`src/rtl/uc_mem_pkg.sv`:
```
// Shared encodings and stack defaults for the core-to-SRAM access path.
package uc_mem_pkg;

  typedef enum logic [1:0] {
    OP_LD   = 2'b00,
    OP_ST   = 2'b01,
    OP_PUSH = 2'b10,
    OP_POP  = 2'b11
  } op_e;

  typedef enum logic [1:0] {
    IDLE   = 2'b00,
    ACCESS = 2'b01,
    RESP   = 2'b10
  } state_e;

  localparam int DEF_STACK_TOP   = 63;
  localparam int DEF_STACK_LIMIT = 48;

  function automatic logic op_writes(input op_e o);
    return (o == OP_ST) || (o == OP_PUSH);
  endfunction

endpackage

```
`src/rtl/stack_ptr_unit.sv`:
```
// Hardware stack occupancy counter; stack grows downward from STACK_TOP.
module stack_ptr_unit
  import uc_mem_pkg::*;
#(
  parameter int ADDR_W      = 6,
  parameter int STACK_TOP   = DEF_STACK_TOP,
  parameter int STACK_LIMIT = DEF_STACK_LIMIT
) (
  input  logic              clk,
  input  logic              arst_n,
  input  logic              clk_valid,
  input  logic              inc,
  input  logic              dec,
  output logic [ADDR_W-1:0] sp,
  output logic [ADDR_W-1:0] pop_addr,
  output logic              full,
  output logic              empty
);

  localparam int DEPTH = STACK_TOP - STACK_LIMIT + 1;
  localparam int CNT_W = $clog2(DEPTH + 1);

  logic [CNT_W-1:0] cnt_reg;

  always_ff @(posedge clk or negedge arst_n) begin
    if (!arst_n) begin
      cnt_reg <= '0;
    end else if (clk_valid) begin
      if (inc && !full) begin
        cnt_reg <= cnt_reg + CNT_W'(1);
      end else if (dec && !empty) begin
        cnt_reg <= cnt_reg - CNT_W'(1);
      end
    end
  end

  assign sp       = ADDR_W'(STACK_TOP) - ADDR_W'(cnt_reg);
  assign pop_addr = sp + ADDR_W'(1);
  assign full     = (cnt_reg == CNT_W'(DEPTH));
  assign empty    = (cnt_reg == '0);

endmodule

```
`src/rtl/sram_access_ctrl.sv`:
```
// Serialises core LD/ST/PUSH/POP into single-port SRAM cycles (IDLE->ACCESS->RESP).
// Define STACK_GUARD_EN to reject LD/ST that target the stack region.
module sram_access_ctrl
  import uc_mem_pkg::*;
#(
  parameter int ADDR_W      = 6,
  parameter int DATA_W      = 8,
  parameter int STACK_TOP   = DEF_STACK_TOP,
  parameter int STACK_LIMIT = DEF_STACK_LIMIT
) (
  input  logic              clk,
  input  logic              arst_n,
  input  logic              clk_valid,
  input  logic              req,
  input  logic [1:0]        op,
  input  logic [ADDR_W-1:0] addr,
  input  logic [DATA_W-1:0] wdata,
  output logic              ack,
  output logic              resp_err,
  output logic [DATA_W-1:0] rdata,
  output logic              busy,
  output logic [ADDR_W-1:0] sp,
  output logic              err_ovf,
  output logic              err_unf,
  input  logic              err_clr,
  output logic              sram_write_en,
  output logic [ADDR_W-1:0] sram_addr,
  output logic [DATA_W-1:0] sram_data_out,
  input  logic [DATA_W-1:0] sram_data_in
);

  state_e            state_reg;
  op_e               op_reg;
  logic              err_reg;
  logic [ADDR_W-1:0] addr_reg;
  logic [DATA_W-1:0] wdata_reg;
  logic [DATA_W-1:0] rdata_reg;
  logic              ack_reg;
  logic              resp_err_reg;
  logic              ovf_reg;
  logic              unf_reg;

  op_e               op_in;
  logic              in_access;
  logic              sp_inc;
  logic              sp_dec;
  logic [ADDR_W-1:0] pop_addr;
  logic              full;
  logic              empty;
  logic              guard_hit;
  logic [ADDR_W-1:0] req_addr;
  logic              req_err;

  assign op_in     = op_e'(op);
  assign in_access = (state_reg == ACCESS);
  assign sp_inc    = in_access && (op_reg == OP_PUSH) && !err_reg;
  assign sp_dec    = in_access && (op_reg == OP_POP) && !err_reg;

  stack_ptr_unit #(
    .ADDR_W     (ADDR_W),
    .STACK_TOP  (STACK_TOP),
    .STACK_LIMIT(STACK_LIMIT)
  ) u_stack_ptr (
    .clk      (clk),
    .arst_n   (arst_n),
    .clk_valid(clk_valid),
    .inc      (sp_inc),
    .dec      (sp_dec),
    .sp       (sp),
    .pop_addr (pop_addr),
    .full     (full),
    .empty    (empty)
  );

`ifdef STACK_GUARD_EN
  // Widened compare keeps the upper bound meaningful when STACK_TOP is the last address.
  assign guard_hit = ({1'b0, addr} >= (ADDR_W+1)'(STACK_LIMIT)) &&
                     ({1'b0, addr} <= (ADDR_W+1)'(STACK_TOP));
`else
  assign guard_hit = 1'b0;
`endif

  always_comb begin
    req_addr = addr;
    req_err  = guard_hit;
    case (op_in)
      OP_PUSH: begin
        req_addr = sp;
        req_err  = full;
      end
      OP_POP: begin
        req_addr = pop_addr;
        req_err  = empty;
      end
      default: ;
    endcase
  end

  always_ff @(posedge clk or negedge arst_n) begin
    if (!arst_n) begin
      state_reg    <= IDLE;
      op_reg       <= OP_LD;
      err_reg      <= 1'b0;
      addr_reg     <= '0;
      wdata_reg    <= '0;
      rdata_reg    <= '0;
      ack_reg      <= 1'b0;
      resp_err_reg <= 1'b0;
      ovf_reg      <= 1'b0;
      unf_reg      <= 1'b0;
    end else if (clk_valid) begin
      if (err_clr) begin
        ovf_reg <= 1'b0;
        unf_reg <= 1'b0;
      end
      case (state_reg)
        IDLE: begin
          if (req) begin
            op_reg    <= op_in;
            addr_reg  <= req_addr;
            wdata_reg <= wdata;
            err_reg   <= req_err;
            state_reg <= ACCESS;
          end
        end
        ACCESS: begin
          if (!err_reg && !op_writes(op_reg)) begin
            rdata_reg <= sram_data_in;
          end
          // Placed after the clear so a coincident set takes priority.
          if (err_reg && (op_reg == OP_PUSH)) ovf_reg <= 1'b1;
          if (err_reg && (op_reg == OP_POP))  unf_reg <= 1'b1;
          ack_reg      <= 1'b1;
          resp_err_reg <= err_reg;
          state_reg    <= RESP;
        end
        RESP: begin
          ack_reg      <= 1'b0;
          resp_err_reg <= 1'b0;
          state_reg    <= IDLE;
        end
        default: state_reg <= IDLE;
      endcase
    end
  end

  // Combinational from state so an asynchronous reset kills the strobe at once.
  assign sram_write_en = in_access && op_writes(op_reg) && !err_reg;
  assign sram_addr     = addr_reg;
  assign sram_data_out = wdata_reg;

  assign ack      = ack_reg;
  assign resp_err = resp_err_reg;
  assign rdata    = rdata_reg;
  assign busy     = (state_reg != IDLE);
  assign err_ovf  = ovf_reg;
  assign err_unf  = unf_reg;

endmodule
```
`config.mk`:
```
export PLATFORM = sky130hd
export DESIGN_NAME = sram_access_ctrl
export DESIGN_NICKNAME = d
export VERILOG_FILES = /design/src/rtl/uc_mem_pkg.sv /design/src/rtl/stack_ptr_unit.sv /design/src/rtl/sram_access_ctrl.sv
export SDC_FILE = /design/constraint.sdc
export NUM_CORES = 1
export LEC_CHECK = 0
export CELL_PAD_IN_SITES_DETAIL_PLACEMENT = 0
export CELL_PAD_IN_SITES_GLOBAL_PLACEMENT = 2
export CORE_UTILIZATION = 31
export CTS_BUF_LIST = sky130_fd_sc_hd__clkbuf_2
export DETAILED_ROUTE_END_ITERATION = 12
export GPL_TIMING_DRIVEN = 0
export PLACE_DENSITY = 0.86
export SLEW_MARGIN = 30
export SYNTH_ARGS = -nofsm -noshare
export SYNTH_HDL_FRONTEND = slang
export SYNTH_SLANG_ARGS = --single-unit
```
`constraint.sdc`:
```
create_clock -name clk -period 5.3 [get_ports clk]
set_input_delay 1.06 -clock clk [delete_from_list [all_inputs] [get_ports clk]]
set_output_delay 1.06 -clock clk [all_outputs]
set_load 0.05 [all_outputs]
```
==> flow_metrics.tcl <==
set metrics [dict create \
    dieArea_um2 6220 \
    place_ws_ps 2480 \
    whs_path_depth 2 \
    crit_slowest_cell "clkdlybuf4s50_1" \
    critPathMaxStageDelay_ps 840 \
    place_congestion 0.768 \
    arrival_ps 2190 \
    period_needed_ps 3250 \
    portBuffers 58 \
    fp.dieH_um 78.9 \
    cts_resized 0 \
    synthFlopType "dfrtp_1" \
    syn-cell-area_um2 1830 \
    startpoint_type "flip-flop" \
    fin_ws_ps 2050 \
    cts_sinks 36 \
    clk_pin_slew_ps 190 \
    vdd_drop_max_mv 0.332 \
    grt_max_degree 28 \
    slew_headroom_pct 65.7 \
    avgSynthCellArea_um2 11.7 \
    clock.fmax_ghz 0.308 \
    worst_slew_pin_slew_ps 513 \
    ios 63 \
    dp_hpwl_um 2860 \
    insertion_delay_ps 370 \
    cp.required_ps 4240 \
    dr.pass1.iters 4 \
    rr_worst_depth 11 \
    synth.most_common_cell "dfrtp_1" \
    synth_cell_type_count 32 \
    die_w_um 78.9 \
    cp.depth 4 \
    cp.buffers_inverters 2 \
    grt_pass1_wl_um 6400 \
    skew_ps 13.4 \
    status "finished, final reports clean" \
    synth_edf_count 0 \
    grt_pass1_vias 1349 \
    fin_setup_tns_ps 0 \
    yosysTopAreaCell "dfrtp_1" \
    start_util_pct 32.7 \
    synth_cells 157 \
    p_leak_nw 1.15 \
    drt_iter0_markers 23 \
    vias 1328 \
    crit_chain "inv_1 > ha_1 > nor3b_1 > clkdlybuf4s50_1" \
    post_cts_buffers 0 \
    crit_family "buffers and inverters" \
    h-tree-depth 2 \
    fin_cells 296 \
    synth_common_cells "dfrtp_1, mux2_2, nand2_1, o21ai_0, ha_1" \
    ys_ff_latch 36 \
    worst-path-max-fanout 3 \
    hold_ws_ps 506 \
    core_area_um2 5610 \
    cts_made_buffers 5 \
    critical_path_class "flip-flop to output pin" \
    wl_per_cell_um 12.6 \
    setup_viol 0 \
    ff2ff_setup_slack_ps 2480 \
    cts-hold-fix-buffers 0 \
    row_count 27 \
    fin_crit_sh_pct 61.3 \
    clockBufferDepth 2 \
    vias_per_cell 4.49 \
    rsz0062_at_grt "no" \
    yosysTopAreaCellShare_pct 49.1 \
    grt-ovfl-total 0 \
    power_per_cell_area_nw_per_um2 677 \
    yosysSeqAreaShare_pct 49.1 \
    cap_violations 0 \
    antenna_left 0 \
    wirelength_um 3730 \
    drc 0 \
    finalMaxSlewViolations 0 \
    endpoint_kind "output pin" \
    hold_class "flip-flop to flip-flop" \
    drive_above_1_share_pct 17.0 \
    antenna_found_initial 0 \
    grtUsageTotal_pct 13.4 \
    yosys_warnings 0 \
    dp_cells 288 \
    root_buffer "clkbuf_2" \
    final_nets 265 \
    diodes 0 \
    area_growth_pct 41.0 \
    synthesis.nets 199 \
    async_flop_share_pct 100 \
    final_util_pct 46.1 \
    finalHoldViolations 0 \
    tritoncts "done" \
    ys_top_cells_by_area "dfrtp_1, mux2_2, ha_1, o21ai_0, nand2_1" \
]
## logic make-up (layout without fill, tap and decap cells)
family	count (synthesis)	after routing	synth area share, %
other	1	1	0.205
muxes	26	26	15.6
adders and majority gates	13	13	9.28
buffers and inverters	16	83	4.44
and+or+nand+nor	34	34	10.5
DFF	36	36	49.1
AOI/OAI and AO/OA	24	24	7.44
xor gates and xnor gates	7	7	3.34
## final cells by class
type	count	area (um^2)
flip-flops and latches	36	901
clock inverters	2	35.0
fillers	574	3020
multi-input cells	105	851
well taps	72	90.1
repair buffers	59	596
plain buffers	6	43.8
inverters	10	37.5
clock buffers	6	30.0
## layer usage
metal / part of all wire, % / GRT usage, % / vias up
li1: - / - / 665
met5: 0 / 0 / -
met3: 6.4 / 4.60 / 4
met4: 0.67 / 3.82 / 0
met1: 48 / 17.6 / 619
met2: 45 / 20.9 / 40
## path summary, 6_finish.rpt
check,startpoint,end
min in group asynchronous,arst_n,state_reg[1]
setup / recovery,op_reg[0],sram_write_en
hold / removal,resp_err,resp_err
setup reg to reg,u_stack_ptr.cnt_reg[0],u_stack_ptr.cnt_reg[4]
hold reg to reg,resp_err,resp_err
max in group asynchronous,arst_n,err_reg
## metrics by stage
stage                     power [mW]  cell area, um^2
after floorplan                 1.25             1830
after global placement          1.58             2500
after detailed placement        1.59             2520
after CTS                       1.77             2580
after global routing            1.87             2580
final                           1.75             2580
## report_power, final
| part | internal, mW | total (mW) | switching (mW) |
|---|---|---|---|
| registers | 0.401 | 0.493 | 0.0925 |
| logic | 0.419 | 1.09 | 0.666 |
| clock network | 0.0813 | 0.171 | 0.0894 |
## worst register-to-register path: cells and delay by family, from the launching register on
kind                       cells  cell delay, ps
adders and majority gates      3             780
and+or+nand+nor                3             630
DFF                            1             530
buffers and inverters          2             250
muxes                          1             250
AOI/OAI and AO/OA              1             170
xor gates and xnor gates       1             140
## cell usage in the layout, fill, tap and decap left out, types with 2 or more instances in the layout
cell,synthesis,final
xnor2_1,5,5
a22o_1,3,3
buf_2,2,3
ha_1,12,12
nor2b_1,2,2
mux2_2,21,21
nand2_1,17,17
nor2_1,3,3
nand2b_1,2,2
mux2i_1,5,5
buf_6,2,2
dfrtp_1,36,36
and3_1,2,2
xor2_1,2,2
clkbuf_2,0,6
a21oi_1,4,4
inv_1,10,10
clkdlybuf4s50_1,0,57
o21ai_0,14,14
(Power assumes the default switching activity.)
